$ cat src/rtl/lsu_axi_master.sv
// lsu_axi_master: bridges a single-outstanding core load/store request onto a
// 64-bit AXI-lite data port. Stores are lane-shifted with byte strobes; loads
// are lane-extracted and sign/zero-extended on the way back.
module lsu_axi_master (
  input  logic        clock,
  input  logic        reset,
  input  logic        req_valid,
  output logic        req_ready,
  input  logic        req_wen,
  input  logic [31:0] req_addr,
  input  logic [1:0]  req_size,
  input  logic        req_unsigned,
  input  logic [63:0] req_wdata,
  output logic        rsp_valid,
  output logic [63:0] rsp_rdata,
  output logic        rsp_err,
  output logic        axi_aw_valid,
  input  logic        axi_aw_ready,
  output logic [31:0] axi_aw_addr,
  output logic [2:0]  axi_aw_prot,
  output logic        axi_w_valid,
  input  logic        axi_w_ready,
  output logic [63:0] axi_w_data,
  output logic [7:0]  axi_w_strb,
  input  logic        axi_b_valid,
  output logic        axi_b_ready,
  input  logic [1:0]  axi_b_resp,
  output logic        axi_ar_valid,
  input  logic        axi_ar_ready,
  output logic [31:0] axi_ar_addr,
  output logic [2:0]  axi_ar_prot,
  input  logic        axi_r_valid,
  output logic        axi_r_ready,
  input  logic [63:0] axi_r_data,
  input  logic [1:0]  axi_r_resp
);
  typedef enum logic [2:0] {S_IDLE, S_RD_AR, S_RD_R, S_WR, S_WR_B, S_ERR, S_RESP} state_t;

  state_t      state_q, state_d;
  logic        req_ready_q, req_ready_d;
  logic        ar_valid_q, ar_valid_d, r_ready_q, r_ready_d;
  logic        aw_valid_q, aw_valid_d, w_valid_q, w_valid_d, b_ready_q, b_ready_d;
  logic        rsp_valid_q, rsp_valid_d, rsp_err_q, rsp_err_d;
  logic [63:0] rsp_rdata_q, rsp_rdata_d;
  logic [31:0] addr_q, addr_d;
  logic [63:0] w_data_q, w_data_d;
  logic [7:0]  w_strb_q, w_strb_d;
  logic [2:0]  sh_q, sh_d;
  logic [1:0]  size_q, size_d;
  logic        uns_q, uns_d;

  logic [7:0]  size_bytes;
  logic [63:0] data_mask;
  logic        misaligned;
  logic [63:0] raw;
  logic [63:0] ld_data;

  // Request decode: byte-enable pattern, data mask and alignment of the incoming access
  always_comb begin
    size_bytes = 8'hFF;
    data_mask  = '1;
    misaligned = |req_addr[2:0];
    case (req_size)
      2'd0: begin size_bytes = 8'h01; data_mask = 64'h0000_0000_0000_00FF; misaligned = 1'b0; end
      2'd1: begin size_bytes = 8'h03; data_mask = 64'h0000_0000_0000_FFFF; misaligned = req_addr[0]; end
      2'd2: begin size_bytes = 8'h0F; data_mask = 64'h0000_0000_FFFF_FFFF; misaligned = |req_addr[1:0]; end
      default: ;
    endcase
  end

  // Load return path: shift the addressed lane down, then extend to 64 bits
  always_comb begin
    raw = axi_r_data >> {sh_q, 3'b000};
    case (size_q)
      2'd0:    ld_data = {{56{~uns_q & raw[7]}},  raw[7:0]};
      2'd1:    ld_data = {{48{~uns_q & raw[15]}}, raw[15:0]};
      2'd2:    ld_data = {{32{~uns_q & raw[31]}}, raw[31:0]};
      default: ld_data = raw;
    endcase
  end

  // Next-state and next-output logic; every bus-facing output is registered
  always_comb begin
    state_d     = state_q;
    req_ready_d = req_ready_q;
    ar_valid_d  = ar_valid_q;
    r_ready_d   = r_ready_q;
    aw_valid_d  = aw_valid_q;
    w_valid_d   = w_valid_q;
    b_ready_d   = b_ready_q;
    rsp_valid_d = 1'b0;
    rsp_err_d   = rsp_err_q;
    rsp_rdata_d = rsp_rdata_q;
    addr_d      = addr_q;
    w_data_d    = w_data_q;
    w_strb_d    = w_strb_q;
    sh_d        = sh_q;
    size_d      = size_q;
    uns_d       = uns_q;
    case (state_q)
      S_IDLE: if (req_valid && req_ready_q) begin
        addr_d      = {req_addr[31:3], 3'b000};
        sh_d        = req_addr[2:0];
        size_d      = req_size;
        uns_d       = req_unsigned;
        req_ready_d = 1'b0;
        rsp_err_d   = 1'b0;
        rsp_rdata_d = '0;
        if (misaligned) begin
          state_d = S_ERR;
        end else if (req_wen) begin
          state_d    = S_WR;
          aw_valid_d = 1'b1;
          w_valid_d  = 1'b1;
          w_data_d   = (req_wdata & data_mask) << {req_addr[2:0], 3'b000};
          w_strb_d   = size_bytes << req_addr[2:0];
        end else begin
          state_d    = S_RD_AR;
          ar_valid_d = 1'b1;
        end
      end
      S_RD_AR: if (axi_ar_ready) begin
        ar_valid_d = 1'b0;
        r_ready_d  = 1'b1;
        state_d    = S_RD_R;
      end
      S_RD_R: if (axi_r_valid) begin
        r_ready_d   = 1'b0;
        rsp_rdata_d = ld_data;
        rsp_err_d   = |axi_r_resp;
        rsp_valid_d = 1'b1;
        state_d     = S_RESP;
      end
      S_WR: begin
        // AW and W retire independently; move on once neither is pending
        if (aw_valid_q && axi_aw_ready) aw_valid_d = 1'b0;
        if (w_valid_q && axi_w_ready)   w_valid_d  = 1'b0;
        if (!aw_valid_d && !w_valid_d) begin
          b_ready_d = 1'b1;
          state_d   = S_WR_B;
        end
      end
      S_WR_B: if (axi_b_valid) begin
        b_ready_d   = 1'b0;
        rsp_err_d   = |axi_b_resp;
        rsp_valid_d = 1'b1;
        state_d     = S_RESP;
      end
      S_ERR: begin
        rsp_err_d   = 1'b1;
        rsp_valid_d = 1'b1;
        state_d     = S_RESP;
      end
      S_RESP: begin
        rsp_err_d   = 1'b0;
        rsp_rdata_d = '0;
        req_ready_d = 1'b1;
        state_d     = S_IDLE;
      end
      default: state_d = S_IDLE;
    endcase
  end

  // State and output registers with synchronous reset
  always_ff @(posedge clock) begin
    if (reset) begin
      state_q     <= S_IDLE;
      req_ready_q <= 1'b1;
      ar_valid_q  <= 1'b0;
      r_ready_q   <= 1'b0;
      aw_valid_q  <= 1'b0;
      w_valid_q   <= 1'b0;
      b_ready_q   <= 1'b0;
      rsp_valid_q <= 1'b0;
      rsp_err_q   <= 1'b0;
      rsp_rdata_q <= '0;
      addr_q      <= '0;
      w_data_q    <= '0;
      w_strb_q    <= '0;
      sh_q        <= '0;
      size_q      <= '0;
      uns_q       <= 1'b0;
    end else begin
      state_q     <= state_d;
      req_ready_q <= req_ready_d;
      ar_valid_q  <= ar_valid_d;
      r_ready_q   <= r_ready_d;
      aw_valid_q  <= aw_valid_d;
      w_valid_q   <= w_valid_d;
      b_ready_q   <= b_ready_d;
      rsp_valid_q <= rsp_valid_d;
      rsp_err_q   <= rsp_err_d;
      rsp_rdata_q <= rsp_rdata_d;
      addr_q      <= addr_d;
      w_data_q    <= w_data_d;
      w_strb_q    <= w_strb_d;
      sh_q        <= sh_d;
      size_q      <= size_d;
      uns_q       <= uns_d;
    end
  end

  assign req_ready    = req_ready_q;
  assign rsp_valid    = rsp_valid_q;
  assign rsp_err      = rsp_err_q;
  assign rsp_rdata    = rsp_rdata_q;
  assign axi_aw_valid = aw_valid_q;
  assign axi_aw_addr  = addr_q;
  assign axi_aw_prot  = 3'b000;
  assign axi_w_valid  = w_valid_q;
  assign axi_w_data   = w_data_q;
  assign axi_w_strb   = w_strb_q;
  assign axi_b_ready  = b_ready_q;
  assign axi_ar_valid = ar_valid_q;
  assign axi_ar_addr  = addr_q;
  assign axi_ar_prot  = 3'b000;
  assign axi_r_ready  = r_ready_q;
endmodule
$ cat config.mk
export PLATFORM = sky130hd
export DESIGN_NAME = lsu_axi_master
export DESIGN_NICKNAME = d
export VERILOG_FILES = /design/src/rtl/lsu_axi_master.sv
export SDC_FILE = /design/constraint.sdc
export NUM_CORES = 1
export LEC_CHECK = 0
export ABC_AREA = 1
export CORE_UTILIZATION = 42
export CTS_BUF_LIST = sky130_fd_sc_hd__clkbuf_8
export DETAILED_ROUTE_END_ITERATION = 7
export PLACE_DENSITY = 0.89
export SYNTH_ARGS = -nofsm -noshare
export SYNTH_HDL_FRONTEND = slang
export SYNTH_SLANG_ARGS = --single-unit
$ cat constraint.sdc
create_clock -name clock -period 1.45 [get_ports clock]
set_input_delay 0.29 -clock clock [delete_from_list [all_inputs] [get_ports clock]]
set_output_delay 0.29 -clock clock [all_outputs]
set_load 0.02 [all_outputs]
# Yosys cells after proc, flatten, opt, wreduce, memory -nomap -nowiden
# Cells that the tools add are included.
# word_totals
regBits,182
inputBits,176
output_inout_bits,214
elab_cells,116
# classes
eq_ne,18
shift,3
n_mux,43
bitwise,6
n_reduce_logical,30
# ops
operator,count
case mux 64 bit (3 select lines),3
2-to-1 mux 64 bit,2
AND 64 bit,1
left shift 64 x 6 -> 64 bit,1
>> shifter 64 x 6 -> 64 bit,1
case mux 8 bit (3 select lines),1
2-to-1 mux 1 bit,20
2-to-1 mux 3 bit,6
case mux 3 bit (6 select lines),1
"!= test 2 bit, second input constant",8
case mux 1 bit (2 select lines),6
AND reduction 4 bit,3
AND reduction 5 bit,2
nonzero test 2 bit,5
"equality test 3 bit, second input constant",3
AND reduction 3 bit,3
left shift 8 x 3 -> 8 bit,1
"equality test 3 x 2 -> 1 bit, second input constant",2
case mux 1 bit (3 select lines),2
OR reduction 2 bit,3
case mux 1 bit (5 select lines),1
nonzero test 5 bit,1
"equality test 2 x 1 -> 1 bit, second input constant",2
"equality test 2 bit, second input constant",2
other kinds (11),20

# Longest topological paths before layout
# Gate-level depths: netlist of the first run.
# logic_depth
word_depth,7
depth_mapped,13
ltp_nobuf,11

# Worst setup path before layout of the first run
# Ideal clock, no wire load.
# synth_path
path_kind,reg2reg
start,reg sh_q[0]
end,reg rsp_rdata_q[53] (netlist: rsp_rdata[53])
setup_ps,132
arrival_time_ps,1417
required_time_ps,1318
path_slack_ps,-100
path_stages_with_launch,14
path_buffers,2
synth_period_minus_slack_ps,1550
path_cell_list,dfxtp_1 > inv_2 > buf_4 > nand2_1 > nand3_1 > nand3_1 > nand2_1 > nand2_2 > nand2_2 > inv_2 > nand2_4 > buf_6 > nand3_1 > a21oi_1
# synth_between
elab_chain_len,5
word_cells_on_any_way,7
cone_classes,shift (1); mux (3); bitwise (3)
# synth_rtl
item,line_no,source
start: declaration,48,"logic [2:0] sh_q, sh_d;"
start signal: assignment,180,sh_q <= '0;
start signal: assignment,197,sh_q <= sh_d;
>> shifter 64 x 6 -> 64 bit (*),73,"raw = axi_r_data >> {sh_q, 3'b000};"
AND 1 bit (on tied branches),"77, 75, 76",
case mux 64 bit (3 select lines) (*),74,case (size_q)
2-to-1 mux 64 bit (*),127,S_RD_R: if (axi_r_valid) begin
case mux 64 bit (3 select lines) (*),100,case (state_q)
end signal: assignment,193,rsp_rdata_q <= rsp_rdata_d;
end: declaration,44,"logic [63:0] rsp_rdata_q, rsp_rdata_d;"
# Every way passes the cells marked *; elsewhere a longest branch is shown, timed or not. The select of a mux whose other input is x is not followed.
# A chain may end at the register's enable or synchronous reset.

# Worst setup path in the final report of the first run
# layout_path
start,reg state_q[2]
end,reg rsp_rdata_q[4] (netlist: rsp_rdata[4])
# layout_between
elab_chain_len,3
word_cells_on_any_way,8
cone_classes,eq/ne (4); mux (1); reduce/logical (3)
# layout_rtl
item,line_no,source
start: declaration,39,"state_t state_q, state_d;"
start signal: assignment,184,state_q <= state_d;
equality test 3 x 2 -> 1 bit (tied with other cells),100,
!= test 2 bit (no line) or nonzero test 3 bit (tied branches),n/a,
AND reduction 3 bit (no line),n/a,
# Parallel ways exist; a longest one is shown, timed or not.

==> results of run 1 <==
cells by family (layout without fill, tap and decap cells):
group | count (synthesis) | after routing | share of synthesized area, %
AO/OA/AOI/OAI | 501 | 501 | 26.2
buffers and inverters | 256 | 763 | 11.8
flip-flops | 182 | 182 | 34.6
multiplexers | 1 | 1 | 0.0950
other | 1 | 12 | 0.0356
AND/OR/NAND/NOR | 703 | 704 | 27.3
state kept, by name, summed over array words and instances (netlist names):
signal and flops:
axi_w_strb 8, state_q 3, axi_w_data 64, sh_q 3, axi_b_ready 1, axi_aw_valid 1
axi_w_valid 1, req_ready 1, uns_q 1, size_q 2, rsp_valid 1, axi_ar_addr 29
axi_ar_valid 1, axi_r_ready 1, rsp_rdata 64, rsp_err 1
metrics by stage:
stage | std cells | setup TNS (ns) | instance area [um^2] | total power [mW] | worst slack [ns]
after CTS | 2450 | -19.92 | 16900 | 23.6 | -0.258
after global placement | 2398 | -89.68 | 15800 | 19.2 | -0.838
after global routing | 2487 | -53.52 | 18400 | 29.0 | -0.438
after detailed placement | 2398 | -97.06 | 15800 | 19.5 | -0.882
after floorplan | 1655 | -1.94 | 10600 | 13.3 | -0.0466
final | 2487 | -40.47 | 18400 | 27.9 | -0.353
Yosys cell counts, drive strengths merged:
library cell  count
or2              10
nand3b            1
conb              1
nand2           464
a22oi            16
a21boi            1
o22ai             4
nor3              8
o211a             3
nand3           125
nor4              1
a211oi            9
a31oi            13
o211ai           37
dfxtp           182
a21oi           201
mux2i             1
o21ai           211
inv              81
clkinv            1
clkbuf           68
nor2             94
buf             106
o31ai             5
o2111a            1
critical path, stage by stage (launching register included):
cell and delay [ns]:
dfxtp_2 0.36, buf_6 0.12, nor3_4 0.23, inv_2 0.09, nor2_4 0.19, clkinvlp_4 0.28
a21oi_2 0.20, o21ai_1 0.09, a21oi_1 0.15
metal layers:
metal	track usage [%]	share of wire [%]
met5	0	0
met4	24.8	8.1
met3	7.02	10
met2	63.8	47
met1	42.6	34
placed cells by master (no fill, tap or decap), types with 28 or more instances in the layout:
cell type        count
o21ai_1             46
nand3_1            100
clkdlybuf4s15_2    135
dfxtp_1            157
nand2_2             28
o21ai_0            102
buf_12              34
clkdlybuf4s50_1    169
o21ai_2             50
nor2_1              77
nand2_1            428
o211ai_1            37
buf_6               31
inv_1               66
buf_4              174
a21oi_2             41
a21oi_1            159
final cells by class:
type	instances	area, um^2
timing repair buffer	650	6860
multi-input combinational	1218	6730
fill	1669	6040
sequential	182	3690
tap	324	405
inverter	82	349
clock buffer	17	234
clock inverter	14	160
power by group through the flow:
| stage | Sequential, mW | Clock, mW | Combinational, mW |
|---|---|---|---|
| after floorplan | 7.00 | 0 | 6.33 |
| after global placement | 6.38 | 0 | 12.9 |
| after detailed placement | 6.39 | 0 | 13.1 |
| after CTS | 6.33 | 3.50 | 13.8 |
| after global routing | 6.49 | 3.78 | 18.7 |
| final | 6.45 | 3.59 | 17.9 |
repair_timing:
item / CTS / global route
gates resized for setup: 751 / 276
endpoints found under the setup margin: 374 / 340
hold buffers: 0 / 0
buffers inserted: 13 / 27
pin swaps: 16 / 74
gates cloned: 8 / 19
path summary, 6_finish.rpt:
check,to,slack [ns],cells after the start
hold / removal,axi_ar_addr[16],0.34,3
setup reg to reg,rsp_rdata[4],-0.35,8
hold reg to reg,rsp_rdata[51],0.46,2
setup / recovery,rsp_rdata[4],-0.35,8
==> impl_metrics.yaml, run 1 <==
status:
  run_status: "finished, violations left"
  violations_in_the_final_reports: "setup timing"
worst_hold_path:
  timing.hold.worst.class: "input port to flip-flop"
  beginning_of_the_worst_hold_path: "reset"
floorplan:
  die-height_um: 160
  io-pin-count: 390
  initial_cell_density_of_the_core_pct: 43.1
  die_width_um: 160
  rows: 57
  core_region_area_um2: 24500
  die_area_um2: 25700
placement:
  gpl.final_weighted_congestion: 1.08
  hpwl_um: 36100
  io_buffers: 377
synthesis:
  synth_area_per_cell_um2: 6.41
  synth_top_area_share_pct: 34.6
  synth-warning-count: 0
  synth_top_cells_by_area: "dfxtp_1, nand2_1, a21oi_1"
  postSynthRegisterBits: 182
  synth_seq_area_share_pct: 34.6
  synthesis.instances: 1644
  syn_area_um2: 10500
  synth.largest_area_cell: "dfxtp_1"
  synth_cell_type_count: 36
global_routing:
  groute.usage.overall_pct: 37.4
  grt-ovfl-total: 0
  grt_first_pass_wirelength_um: 75400
  pin_count_of_the_biggest_net_entering_global_routing: 98
  grt_pass1_vias: 13800
  antenna_found_initial: 0
clock_tree:
  numCtsBuffers: 17
  root_buffer: "clkbuf_8"
  clk_pin_slew_worst_paths_ns: 0.12
  cts.sink_count: 182
  level_count_of_the_clock_h_tree: 4
  cts_buffer_depth: 2
  cts_tree: "yes"
  worst_skew_pair.late_latency_ns: 0.49
timing:
  finalWorstPathRequiredPeriod_ns: 1.80
  whs_ns: 0.338
  post-route-period-util_pct: 124
  setup_viol: 245
  max-slew-margin-rel_pct: 54.5
  timing.fmax_mhz: 555
  report.final.hold_viol_count: 0
  finClkSkew_ns: 0.0143
  timing.final.max_slew_violations: 0
  worst_margin_pin_slew_ns: 0.675
  setup_slack_after_layout_ns: -0.353
  grt_setup_unrepaired: "yes"
worst_setup_path:
  worstSetupStartpointType: "flip-flop"
  timing.critical_path.from: "state_q[2]"
  crit_fanout: 6
  critical_path_type: "flip-flop to flip-flop"
  arrival_ns: 2.21
  endpoint_kind: "flip-flop"
  worst_r2r_startpoint: "state_q[2]"
  critical_path_required_ns: 1.86
drt:
  antenna_violating_nets_post_route: 0
  detail_route.wirelength_um: 55800
  via_count: 15000
  route.detailed.wl_per_inst_um: 22.4
  vias_per_cell: 6.05
  drt-pass1-iter-count: 6
  detail_route.iter0.violations: 2010
  drc: 0
cells_and_area:
  nets: 2327
  final_layout_size_suffix_gt1_share_pct: 33.7
  synthToLayoutAreaGrowth_pct: 74.9
  postLayoutCoreUtil_pct: 75.3
  antenna_cells_inserted: 0
power:
  power.share.clock_pct: 12.8
  power_frac_comb_pct: 64.1
  vdd_drop_max_uv: 861
  power.density_cell_area_nw_per_um2: 1520
  p_leak_nw: 7.53
  p_sw_mw: 12.9
  internal_power_component_mw: 15.0
  seqPwrFrac_pct: 23.1
  swShare_pct: 46.3
job:
  max-cap-violations: 0
Note: power is estimated with default switching activity, not from simulation.
==> run 2, diff against run 1 <==
CTS_CLUSTER_SIZE = 8   (was default)
==> results of run 2 <==
Same layout as run 1: the final DEF is identical, and so are final timing and power.
==> run 3, diff against run 2 <==
CORE_MARGIN = 10   (was default)
CTS_BUF_LIST = sky130_fd_sc_hd__clkbuf_2 sky130_fd_sc_hd__clkbuf_4 sky130_fd_sc_hd__clkbuf_8   (was sky130_fd_sc_hd__clkbuf_8)
==> impl_metrics.yaml, run 3 (synthesis gave the netlist of run 1 again) <==
drt:
  drt-pass1-iter-count: 6
  route.detailed.wl_per_inst_um: 23.8
  detail_route.iter0.violations: 2196
  via_count: 15000
  antenna_violating_nets_post_route: 0
  vias_per_cell: 6.00
  detail_route.wirelength_um: 59500
  drc: 0
cells_and_area:
  layout_common_cells: "nand2_1, buf_4, clkdlybuf4s50_1, a21oi_1, dfxtp_1"
  final_layout_size_suffix_gt1_share_pct: 36.8
  final_common_cell: "nand2_1"
  stdcell_count: 2494
  postLayoutCoreUtil_pct: 75.1
  nets: 2332
  layout.cell_area.non_filler_um2: 18400
  fill_cells: 1720
  synthToLayoutAreaGrowth_pct: 74.8
clock_tree:
  cts_tree: "yes"
  worst_skew_pair.late_latency_ns: 0.49
  level_count_of_the_clock_h_tree: 4
  postCtsHoldBufs: 0
  clk_pin_slew_worst_paths_ns: 0.12
  root_buffer: "clkbuf_8"
  cts.sink_count: 182
  cts_buffer_depth: 2
  numCtsBuffers: 17
timing:
  final.setup.tns_ns: -30.33
  post-route-period-util_pct: 122
  max-slew-margin-rel_pct: 46.4
  setup_viol: 188
  timing.final.max_slew_violations: 0
  finClkSkew_ns: 0.0191
  report.final.hold_viol_count: 0
  setup_slack_after_layout_ns: -0.325
  worst_margin_pin_slew_ns: 0.803
  timing.fmax_mhz: 563
  finalWorstPathRequiredPeriod_ns: 1.78
  grt_setup_unrepaired: "yes"
  whs_ns: 0.299
power:
  p_leak_nw: 7.52
  internal_power_component_mw: 14.5
  power.density_cell_area_nw_per_um2: 1490
  power_frac_comb_pct: 62.8
  seqPwrFrac_pct: 23.5
  power.share.clock_pct: 13.6
  p_sw_mw: 12.8
  swShare_pct: 46.9
  vdd_drop_max_uv: 865
  finalPower_mw: 27.4
status:
  violations_in_the_final_reports: "setup timing"
  run_status: "finished, violations left"
worst_setup_path:
  arrival_ns: 2.19
  critical_path_type: "flip-flop to flip-flop"
  endpoint_kind: "flip-flop"
  crit_fanout: 13
  critical_path_required_ns: 1.86
  worstSetupStartpointType: "flip-flop"
  worst-r2r-cell-count: 8
placement:
  post_dp_cell_area_um2: 15700
  place.detailed.instances: 2400
  hpwl_um: 39300
  io_buffers: 377
  gpl.final_weighted_congestion: 1.03
  detailedPlace.worstSlack_ns: -0.890
floorplan:
  io-pin-count: 390
  die-height_um: 178
  initial_cell_density_of_the_core_pct: 43.0
  die_area_um2: 31800
  core_region_area_um2: 24500
  rows: 57
  die_width_um: 178
worst_hold_path:
  timing.hold.worst.class: "input port to flip-flop"
  hold_path_depth: 5
global_routing:
  grt_pass1_vias: 14300
  groute.usage.overall_pct: 33.1
  pin_count_of_the_biggest_net_entering_global_routing: 127
  grt-ovfl-total: 0
  antenna_found_initial: 1
  grt_first_pass_wirelength_um: 82300
job:
  max-cap-violations: 0
## run 3: final cells by class
cell class                 count  area, um^2  area share [%]
antenna                        1        2.50          0.0136
clock buffer                  17         234            1.27
clock inverter                15         178           0.965
inverter                      82         345            1.88
multi-input combinational   1218        6930            37.6
sequential                   182        3680            20.0
tap                          324         405            2.20
timing repair buffer         654        6620            36.0
timing repair inverter         1        16.3          0.0883
## run 3: metal layers
layer  share of wire [%]  routed length, um  global-route usage (%)
met5                   0                  0                       0
met4                 7.7               4570                    18.8
met3                  11               6830                    8.37
met2                  47              28100                    56.4
met1                  34              20000                    36.9
## run 3: path summary, 6_finish.rpt
kind / from / end / slack, ns
min: reset / state_q[2] / 0.30
min reg2reg: axi_r_ready / axi_r_ready / 0.47
max: sh_q[0] / rsp_rdata[52] / -0.33
max reg2reg: sh_q[0] / rsp_rdata[52] / -0.33
## run 3: worst max-delay path, cell delays in order, from the launching register on
cell	delay (ns)
dfxtp_4	0.40
inv_8	0.09
bufbuf_16	0.29
nand2_1	0.06
nand2_1	0.15
nand2_1	0.12
o21ai_0	0.28
nand3_2	0.12
a21oi_2	0.19
## run 3: power by group through the flow
stage | registers (mW) | clock network [mW] | logic (mW)
floorplan | 7.00 | 0 | 6.33
global placement | 6.37 | 0 | 12.9
detailed placement | 6.39 | 0 | 13.1
CTS | 6.34 | 3.66 | 14.1
global route | 6.49 | 3.92 | 18.0
finish | 6.44 | 3.73 | 17.2
## run 3: repair_timing
action | 4_1_cts | 5_1_grt
endpoints found under the hold margin | 0 | 0
endpoints found under the setup margin | 361 | 292
gates cloned | 18 | 10
gates resized for setup | 867 | 278
pin swaps | 40 | 91
setup buffers | 18 | 30
